`config.mk`:
```
export PLATFORM = sky130hd
export DESIGN_NAME = hci_core_elastic_slice_flat
export DESIGN_NICKNAME = d
export VERILOG_FILES = /design/src/rtl/hci_package.sv /design/src/rtl/hci_core_intf.sv /design/src/rtl/hci_core_req_fifo.sv /design/src/rtl/hci_core_elastic_slice.sv /design/src/flat_wrapper.sv
export SDC_FILE = /design/constraint.sdc
export NUM_CORES = 1
export LEC_CHECK = 0
export BUFFER_PORTS_ARGS = -buffer_cell sky130_fd_sc_hd__buf_4
export CORE_MARGIN = 2
export CORE_UTILIZATION = 40
export CTS_CLUSTER_DIAMETER = 30
export DETAILED_ROUTE_END_ITERATION = 16
export PLACE_DENSITY = 0.75
export SYNTH_ARGS = -nofsm -noshare
export SYNTH_HDL_FRONTEND = slang
export SYNTH_HIERARCHICAL = 1
export SYNTH_SLANG_ARGS = --single-unit
```
`constraint.sdc`:
```
create_clock -name clk_i -period 4.17 [get_ports clk_i]
set_clock_uncertainty 0.2 [all_clocks]
set_input_delay 0.2085 -clock clk_i [delete_from_list [all_inputs] [get_ports clk_i]]
set_output_delay 0.2085 -clock clk_i [all_outputs]
set_load 0.01 [all_outputs]
```
`src/rtl/hci_package.sv`:
```
// Shared definitions for the HCI core elastic slice: request payload layout and
// elaboration-time legality helpers for the slice parameters.
package hci_package;

  localparam int unsigned HCI_DW   = 32;
  localparam int unsigned HCI_AW   = 32;
  localparam int unsigned HCI_BW   = 8;
  localparam int unsigned HCI_UW   = 1;
  localparam int unsigned HCI_BE_W = HCI_DW / HCI_BW;

  typedef struct packed {
    logic [HCI_AW-1:0]   add;
    logic                we_n;
    logic [HCI_DW-1:0]   data;
    logic [HCI_BE_W-1:0] be;
    logic [HCI_BE_W-1:0] boffs;
    logic                lrdy;
    logic [HCI_UW-1:0]   user;
  } hci_req_payload_t;

  function automatic bit depth_legal(input int unsigned depth);
    return (depth >= 32'd1) && (depth <= 32'd8);
  endfunction

  function automatic bit resp_reg_legal(input int unsigned resp_reg);
    return resp_reg <= 32'd1;
  endfunction

endpackage

```
`src/rtl/hci_core_intf.sv`:
```
// TCDM-style core interface: request channel (req/gnt plus payload) and
// response channel (r_*), with master and slave views.
interface hci_core_intf #(
  parameter int unsigned DW = 32,
  parameter int unsigned AW = 32,
  parameter int unsigned BW = 8,
  parameter int unsigned UW = 1
);
  logic             req;
  logic             gnt;
  logic [AW-1:0]    add;
  logic             we_n;
  logic [DW-1:0]    data;
  logic [DW/BW-1:0] be;
  logic [DW/BW-1:0] boffs;
  logic             lrdy;
  logic [UW-1:0]    user;
  logic [DW-1:0]    r_data;
  logic             r_valid;
  logic             r_opc;
  logic [UW-1:0]    r_user;

  modport master (
    output req, add, we_n, data, be, boffs, lrdy, user,
    input  gnt, r_data, r_valid, r_opc, r_user
  );

  modport slave (
    input  req, add, we_n, data, be, boffs, lrdy, user,
    output gnt, r_data, r_valid, r_opc, r_user
  );
endinterface

```
`src/rtl/hci_core_req_fifo.sv`:
```
// Request buffer for the elastic slice: DEPTH-entry circular FIFO whose full flag
// depends only on registered occupancy. Storage is not reset.
module hci_core_req_fifo
  import hci_package::*;
#(
  parameter int unsigned DEPTH     = 2,
  parameter type         payload_t = hci_req_payload_t
) (
  input  logic     clk_i,
  input  logic     clear_i,
  input  logic     push,
  input  payload_t wdata,
  output logic     full,
  input  logic     pop,
  output payload_t rdata,
  output logic     empty
);

  localparam int unsigned CNT_W = $clog2(DEPTH + 1);
  localparam int unsigned PTR_W = (DEPTH > 1) ? $clog2(DEPTH) : 1;
  localparam logic [CNT_W-1:0] CNT_FULL = CNT_W'(DEPTH);
  localparam logic [PTR_W-1:0] PTR_LAST = PTR_W'(DEPTH - 1);

  payload_t         mem_r [DEPTH];
  logic [CNT_W-1:0] count_r;
  logic [CNT_W-1:0] count_nxt_s;
  logic [PTR_W-1:0] wptr_r;
  logic [PTR_W-1:0] wptr_nxt_s;
  logic [PTR_W-1:0] rptr_r;
  logic [PTR_W-1:0] rptr_nxt_s;
  logic             push_s;
  logic             pop_s;

  assign full   = (count_r == CNT_FULL);
  assign empty  = (count_r == {CNT_W{1'b0}});
  assign push_s = push & ~full;
  assign pop_s  = pop & ~empty;
  assign rdata  = mem_r[rptr_r];

  // Occupancy and pointer next-state; pointers wrap explicitly since DEPTH need not be a power of two.
  always_comb begin
    count_nxt_s = count_r;
    wptr_nxt_s  = wptr_r;
    rptr_nxt_s  = rptr_r;
    case ({push_s, pop_s})
      2'b10:   count_nxt_s = count_r + CNT_W'(1'b1);
      2'b01:   count_nxt_s = count_r - CNT_W'(1'b1);
      default: count_nxt_s = count_r;
    endcase
    if (push_s) begin
      wptr_nxt_s = (wptr_r == PTR_LAST) ? {PTR_W{1'b0}} : wptr_r + PTR_W'(1'b1);
    end else begin
      wptr_nxt_s = wptr_r;
    end
    if (pop_s) begin
      rptr_nxt_s = (rptr_r == PTR_LAST) ? {PTR_W{1'b0}} : rptr_r + PTR_W'(1'b1);
    end else begin
      rptr_nxt_s = rptr_r;
    end
  end

  // Control state register with synchronous clear.
  always_ff @(posedge clk_i) begin
    if (clear_i) begin
      count_r <= {CNT_W{1'b0}};
      wptr_r  <= {PTR_W{1'b0}};
      rptr_r  <= {PTR_W{1'b0}};
    end else begin
      count_r <= count_nxt_s;
      wptr_r  <= wptr_nxt_s;
      rptr_r  <= rptr_nxt_s;
    end
  end

  // Payload storage write.
  always_ff @(posedge clk_i) begin
    if (push_s) begin
      mem_r[wptr_r] <= wdata;
    end
  end

endmodule

```
`src/rtl/hci_core_elastic_slice.sv`:
```
// Elastic slice on an HCI core link: buffers requests in a small FIFO (breaking the
// gnt path) and optionally registers the response channel.
module hci_core_elastic_slice
  import hci_package::*;
#(
  parameter int unsigned DEPTH    = 2,
  parameter int unsigned RESP_REG = 1,
  parameter int unsigned DW       = 32,
  parameter int unsigned AW       = 32,
  parameter int unsigned BW       = 8,
  parameter int unsigned UW       = 1
) (
  input logic          clk_i,
  input logic          clear_i,
  hci_core_intf.slave  tcdm_slave,
  hci_core_intf.master tcdm_master
);

  if (!depth_legal(DEPTH)) begin : g_bad_depth
    $error("hci_core_elastic_slice: DEPTH must be in 1..8");
  end
  if (!resp_reg_legal(RESP_REG)) begin : g_bad_resp_reg
    $error("hci_core_elastic_slice: RESP_REG must be 0 or 1");
  end
  if ((DW != HCI_DW) || (AW != HCI_AW) || (BW != HCI_BW) || (UW != HCI_UW)) begin : g_bad_widths
    $error("hci_core_elastic_slice: DW/AW/BW/UW must match the hci_package payload layout");
  end

  hci_req_payload_t push_payload_s;
  hci_req_payload_t head_payload_s;
  logic             full_s;
  logic             empty_s;

  assign push_payload_s.add   = tcdm_slave.add;
  assign push_payload_s.we_n  = tcdm_slave.we_n;
  assign push_payload_s.data  = tcdm_slave.data;
  assign push_payload_s.be    = tcdm_slave.be;
  assign push_payload_s.boffs = tcdm_slave.boffs;
  assign push_payload_s.lrdy  = tcdm_slave.lrdy;
  assign push_payload_s.user  = tcdm_slave.user;

  hci_core_req_fifo #(
    .DEPTH     (DEPTH),
    .payload_t (hci_req_payload_t)
  ) i_req_fifo (
    .clk_i   (clk_i),
    .clear_i (clear_i),
    .push    (tcdm_slave.req),
    .wdata   (push_payload_s),
    .full    (full_s),
    .pop     (tcdm_master.gnt),
    .rdata   (head_payload_s),
    .empty   (empty_s)
  );

  // Grant comes from registered occupancy only, never from downstream gnt.
  assign tcdm_slave.gnt    = ~full_s;
  assign tcdm_master.req   = ~empty_s;
  assign tcdm_master.add   = head_payload_s.add;
  assign tcdm_master.we_n  = head_payload_s.we_n;
  assign tcdm_master.data  = head_payload_s.data;
  assign tcdm_master.be    = head_payload_s.be;
  assign tcdm_master.boffs = head_payload_s.boffs;
  assign tcdm_master.lrdy  = head_payload_s.lrdy;
  assign tcdm_master.user  = head_payload_s.user;

  if (RESP_REG == 32'd1) begin : g_resp_reg
    logic [DW-1:0] r_data_r;
    logic          r_valid_r;
    logic          r_opc_r;
    logic [UW-1:0] r_user_r;

    // One-stage response register, independent of the request buffer.
    always_ff @(posedge clk_i) begin
      if (clear_i) begin
        r_data_r  <= {DW{1'b0}};
        r_valid_r <= 1'b0;
        r_opc_r   <= 1'b0;
        r_user_r  <= {UW{1'b0}};
      end else begin
        r_data_r  <= tcdm_master.r_data;
        r_valid_r <= tcdm_master.r_valid;
        r_opc_r   <= tcdm_master.r_opc;
        r_user_r  <= tcdm_master.r_user;
      end
    end

    assign tcdm_slave.r_data  = r_data_r;
    assign tcdm_slave.r_valid = r_valid_r;
    assign tcdm_slave.r_opc   = r_opc_r;
    assign tcdm_slave.r_user  = r_user_r;
  end else begin : g_resp_comb
    assign tcdm_slave.r_data  = tcdm_master.r_data;
    assign tcdm_slave.r_valid = tcdm_master.r_valid;
    assign tcdm_slave.r_opc   = tcdm_master.r_opc;
    assign tcdm_slave.r_user  = tcdm_master.r_user;
  end

endmodule

```
`src/flat_wrapper.sv`:
```
// flat-port wrapper written by rule: the top's interface ports become plain ports
module hci_core_elastic_slice_flat import hci_package::*;
#(
  parameter int unsigned DEPTH    = 2,
  parameter int unsigned RESP_REG = 1,
  parameter int unsigned DW       = 32,
  parameter int unsigned AW       = 32,
  parameter int unsigned BW       = 8,
  parameter int unsigned UW       = 1
)
  (clk_i, clear_i, tcdm_slave_req, tcdm_slave_add, tcdm_slave_we_n, tcdm_slave_data, tcdm_slave_be, tcdm_slave_boffs, tcdm_slave_lrdy, tcdm_slave_user, tcdm_slave_gnt, tcdm_slave_r_data, tcdm_slave_r_valid, tcdm_slave_r_opc, tcdm_slave_r_user, tcdm_master_req, tcdm_master_add, tcdm_master_we_n, tcdm_master_data, tcdm_master_be, tcdm_master_boffs, tcdm_master_lrdy, tcdm_master_user, tcdm_master_gnt, tcdm_master_r_data, tcdm_master_r_valid, tcdm_master_r_opc, tcdm_master_r_user);
  hci_core_intf #(.DW(DW), .AW(AW), .BW(BW), .UW(UW)) tcdm_slave_i ();
  hci_core_intf #(.DW(DW), .AW(AW), .BW(BW), .UW(UW)) tcdm_master_i ();
  input logic clk_i;
  input logic clear_i;
  input wire logic [$bits(tcdm_slave_i.req)-1:0] tcdm_slave_req;
  input wire logic [$bits(tcdm_slave_i.add)-1:0] tcdm_slave_add;
  input wire logic [$bits(tcdm_slave_i.we_n)-1:0] tcdm_slave_we_n;
  input wire logic [$bits(tcdm_slave_i.data)-1:0] tcdm_slave_data;
  input wire logic [$bits(tcdm_slave_i.be)-1:0] tcdm_slave_be;
  input wire logic [$bits(tcdm_slave_i.boffs)-1:0] tcdm_slave_boffs;
  input wire logic [$bits(tcdm_slave_i.lrdy)-1:0] tcdm_slave_lrdy;
  input wire logic [$bits(tcdm_slave_i.user)-1:0] tcdm_slave_user;
  output wire logic [$bits(tcdm_slave_i.gnt)-1:0] tcdm_slave_gnt;
  output wire logic [$bits(tcdm_slave_i.r_data)-1:0] tcdm_slave_r_data;
  output wire logic [$bits(tcdm_slave_i.r_valid)-1:0] tcdm_slave_r_valid;
  output wire logic [$bits(tcdm_slave_i.r_opc)-1:0] tcdm_slave_r_opc;
  output wire logic [$bits(tcdm_slave_i.r_user)-1:0] tcdm_slave_r_user;
  output wire logic [$bits(tcdm_master_i.req)-1:0] tcdm_master_req;
  output wire logic [$bits(tcdm_master_i.add)-1:0] tcdm_master_add;
  output wire logic [$bits(tcdm_master_i.we_n)-1:0] tcdm_master_we_n;
  output wire logic [$bits(tcdm_master_i.data)-1:0] tcdm_master_data;
  output wire logic [$bits(tcdm_master_i.be)-1:0] tcdm_master_be;
  output wire logic [$bits(tcdm_master_i.boffs)-1:0] tcdm_master_boffs;
  output wire logic [$bits(tcdm_master_i.lrdy)-1:0] tcdm_master_lrdy;
  output wire logic [$bits(tcdm_master_i.user)-1:0] tcdm_master_user;
  input wire logic [$bits(tcdm_master_i.gnt)-1:0] tcdm_master_gnt;
  input wire logic [$bits(tcdm_master_i.r_data)-1:0] tcdm_master_r_data;
  input wire logic [$bits(tcdm_master_i.r_valid)-1:0] tcdm_master_r_valid;
  input wire logic [$bits(tcdm_master_i.r_opc)-1:0] tcdm_master_r_opc;
  input wire logic [$bits(tcdm_master_i.r_user)-1:0] tcdm_master_r_user;
  assign tcdm_slave_i.req = tcdm_slave_req;
  assign tcdm_slave_i.add = tcdm_slave_add;
  assign tcdm_slave_i.we_n = tcdm_slave_we_n;
  assign tcdm_slave_i.data = tcdm_slave_data;
  assign tcdm_slave_i.be = tcdm_slave_be;
  assign tcdm_slave_i.boffs = tcdm_slave_boffs;
  assign tcdm_slave_i.lrdy = tcdm_slave_lrdy;
  assign tcdm_slave_i.user = tcdm_slave_user;
  assign tcdm_slave_gnt = tcdm_slave_i.gnt;
  assign tcdm_slave_r_data = tcdm_slave_i.r_data;
  assign tcdm_slave_r_valid = tcdm_slave_i.r_valid;
  assign tcdm_slave_r_opc = tcdm_slave_i.r_opc;
  assign tcdm_slave_r_user = tcdm_slave_i.r_user;
  assign tcdm_master_req = tcdm_master_i.req;
  assign tcdm_master_add = tcdm_master_i.add;
  assign tcdm_master_we_n = tcdm_master_i.we_n;
  assign tcdm_master_data = tcdm_master_i.data;
  assign tcdm_master_be = tcdm_master_i.be;
  assign tcdm_master_boffs = tcdm_master_i.boffs;
  assign tcdm_master_lrdy = tcdm_master_i.lrdy;
  assign tcdm_master_user = tcdm_master_i.user;
  assign tcdm_master_i.gnt = tcdm_master_gnt;
  assign tcdm_master_i.r_data = tcdm_master_r_data;
  assign tcdm_master_i.r_valid = tcdm_master_r_valid;
  assign tcdm_master_i.r_opc = tcdm_master_r_opc;
  assign tcdm_master_i.r_user = tcdm_master_r_user;
  hci_core_elastic_slice #(.DEPTH(DEPTH), .RESP_REG(RESP_REG), .DW(DW), .AW(AW), .BW(BW), .UW(UW)) u_core (.clk_i(clk_i), .clear_i(clear_i), .tcdm_slave(tcdm_slave_i), .tcdm_master(tcdm_master_i));
endmodule
```
==> key figures <==
Outcome
  – Status: complete, no violations

Drt
  – Final wirelength: between 15000 and 20000 µm
  – Vias/cell: between 4 and 5
  – Residual DRC: 0
  – First-pass DRT Iterations: 4
  – Total number of vias: 4246
  – Routed Antenna Nets: 0
  – DR iter-0 viols: 210
  – Drt wl/cell: between 15 and 20 µm

Logic synthesis
  – Share of flip-flops with an asynchronous set or reset: 0%
  – Cell area after synthesis: 6590 µm²
  – Post-synth EDFFs: 150
  – Synth Register Bits: 190
  – Sequential fraction of the synthesis area: between 80% and 90%
  – Synthesized instance count: approximately 330
  – Net Count, Synth: 449
  – Synth unique cells: 20
  – Post-Syn Area per Cell: between 15 and 20 µm²
  – Top_reg_cell synth: edfxtp_1
  – Synthesis Warnings: 6

Timing
  – # setup viols final: 0
  – Max Clock Freq: 366 MHz
  – Post-route clock period utilization: 65.5%
  – Fin. Hold Viols: 0
  – Max Slew Vio Count: 0
  – Min Tclk post-route: 2.73 ns
  – Worst rel slew slack: 26.5%
  – TNS Setup: 0 ns
  – RSZ-0062 raised after global routing: false
  – Least-Margin Pin Slew: roughly 1.1 ns
  – Final setup margin: about 1.4 ns

Layout
  – Sequential Area: 5310 µm²
  – ANT cells: 0
  – Commonest non-fill, non-tap cells in the layout: buf_4, edfxtp_1, dlygate4sd3_1
  – Post-route design area: roughly 10000 µm²
  – Fin nets: approximately 800
  – Area of the multi-input gates: roughly 1200 µm²
  – Layout cells sized above 1: a little under half
  – P&R area growth vs syn: 58.0%
  – Commonest non-fill, non-tap cell in the layout: buf_4
  – Fillers: 1050

Floorplan
  – CORE AREA: 16000 µm²
  – IO Pins: between 200 and 250
  – Row count: 46
  – Die boundary width: 132 µm
  – Die Ht: about 130 µm
  – Die ar.: around 18000 µm²
  – Initial Utilization: 41.2%

Clocking
  – Hold_buf cts: roughly 140
  – Total CTS buffers: 17
  – TritonCTS clock tree: done
  – Resized Gates After CTS: 0
  – Max Root-Sink Buffers: 2
  – Worst-Skew Late Latency: around 0.41 ns
  – CTS sink count: 190
  – CTS root buf: clkbuf_16
  – Clock transition at the registers of the reported paths: approximately 0.06 ns
  – # Post-CTS Setup Buffers: 0
  – # H-tree levels: 4

Worst setup path
  – Critical-path maximum fanout: 43
  – CP endpoint kind: flop
  – R2r setup slk: between 1 and 1.5 ns
  – Worst R2R End: u_core/i_req_fifo/mem_r[0][69]
  – Crit Path Class: flop to flop
  – Critical path startpoint: u_core/i_req_fifo/count_r[0]
  – Required @ worst endpoint: 4.02 ns
  – Crit Reg-Reg Startpoint: u_core/i_req_fifo/count_r[0]
  – R2R cell count: 5
  – Arrival time of the worst setup path: roughly 2.6 ns
  – CP startpoint kind: flop

Worst hold path
  – Hold Path Class: input pin to flop
  – Hold Path Sink: u_core/i_req_fifo/rptr_r
  – Hold Path Depth: 4
  – Worst Hold Launch: tcdm_master_gnt

Power
  – LEAKAGE: 4.15 nW
  – Peak VDD IR: between 300 and 400 µV
  – Pwr Density: a little over 500 nW/µm²
  – Pwr Total: between 5 and 6 mW

Placed design
  – Placed Area: 8490 µm²
  – Hpwl dp: between 8000 and 9000 µm
  – # port buffers: about 230
  – DP Worst Slack: approximately 1.5 ns
  – Gpl congestion: 0.712

GRT
  – Grt total ovfl: 0
  – First-pass GRT wire length: 23900 µm
  – Largest net degree at the start of global routing: 76
  – Gr usage total: 17.8%
  – Initial antenna violation count: 0
  – Vias in the first global route: around 4.8k

Job
  – Max-cap viol count: 0
## critical path, cell delays in order (launching register included)
cell and delay [ns]:
dfxtp_1 0.43, nand2b_2 0.20, inv_2 0.06, or3_1 0.37, clkinv_2 0.44, buf_4 0.59
## routing by layer
metal | track usage, % | wire (µm)
met4 | 6.99 | 345
met5 | 0 | 0
met3 | 6.73 | 1290
met2 | 32.2 | 8030
met1 | 18.5 | 5860
## metrics by stage
step,std cells,util [%],hold WS (ns)
2_1_floorplan,334,-,0.0776
3_3_place_gp,765,53.1,0.194
3_5_place_dp,765,53.1,0.196
4_1_cts,932,65.0,0.00130
5_1_grt,932,65.0,0.0492
6_report,932,65.0,0.0372
## registers in the layout, summed over array words and instances, names as in the netlist, named ones only
| name | cells |
|---|---|
| u_core/tcdm_slave.r_data | 32 |
| u_core/i_req_fifo/count_r | 2 |
| u_core/tcdm_slave.r_user | 1 |
| u_core/i_req_fifo/wptr_r | 1 |
| u_core/tcdm_slave.r_valid | 1 |
| u_core/i_req_fifo/rptr_r | 1 |
| u_core/tcdm_slave.r_opc | 1 |
| u_core/i_req_fifo/mem_r | 150 |
## how the worst max path moves through the flow
| stage | endpoint | slack, ns | cells after the start |
|---|---|---|---|
| 2_1_floorplan | u_core/i_req_fifo/mem_r[0][0] | 1.17 | 4 |
| 3_3_place_gp | u_core/i_req_fifo/mem_r[0][70] | 1.59 | 5 |
| 3_5_place_dp | u_core/i_req_fifo/mem_r[0][71] | 1.49 | 5 |
| 4_1_cts | u_core/i_req_fifo/mem_r[0][69] | 1.48 | 5 |
| 5_1_grt | u_core/i_req_fifo/mem_r[0][69] | 1.33 | 5 |
| 6_report | u_core/i_req_fifo/mem_r[0][69] | 1.44 | 5 |
## cell type report
class	count	share of cell area, %
inverter	5	0.192
clock buffer	21	4.74
clock inverter	11	0.709
sequential	190	51.0
tap	216	2.60
timing repair buffer	361	29.3
multi-input combinational	128	11.5
## synth_stat cells (2+ instances only)
| cell type | count | area (µm²) |
|---|---|---|
| xnor2_1 | 2 | 17.5 |
| a21oi_1 | 2 | 10.0 |
| inv_1 | 4 | 15.0 |
| or3_1 | 2 | 12.5 |
| buf_2 | 8 | 40.0 |
| dfxtp_1 | 40 | 801 |
| o21ai_0 | 2 | 10.0 |
| buf_6 | 3 | 33.8 |
| and2b_2 | 5 | 43.8 |
| edfxtp_1 | 150 | 4500 |
| nor2b_1 | 30 | 188 |
| nor2_1 | 4 | 15.0 |
| mux2_2 | 75 | 845 |
## power breakdown
| part | switching, mW | internal, mW | leakage (nW) |
|---|---|---|---|
| clock network | 0.675 | 0.854 | 0.287 |
| logic | 0.579 | 0.793 | 2.12 |
| registers | 0.171 | 2.32 | 1.74 |
| total | 1.42 | 3.97 | 4.15 |
## logic make-up (layout without fill, tap and decap cells)
kind of cell,after synthesis,in the layout,synth area share (%)
DFF,190,190,80.5
muxes,75,75,12.8
and+or+nand+nor,44,44,4.22
buffers and inverters,16,398,1.41
AOI/OAI and AO/OA,5,5,0.418
xor gates and xnor gates,3,3,0.399
adders and majority gates,1,1,0.190
Power figures use the tool's default switching activity.
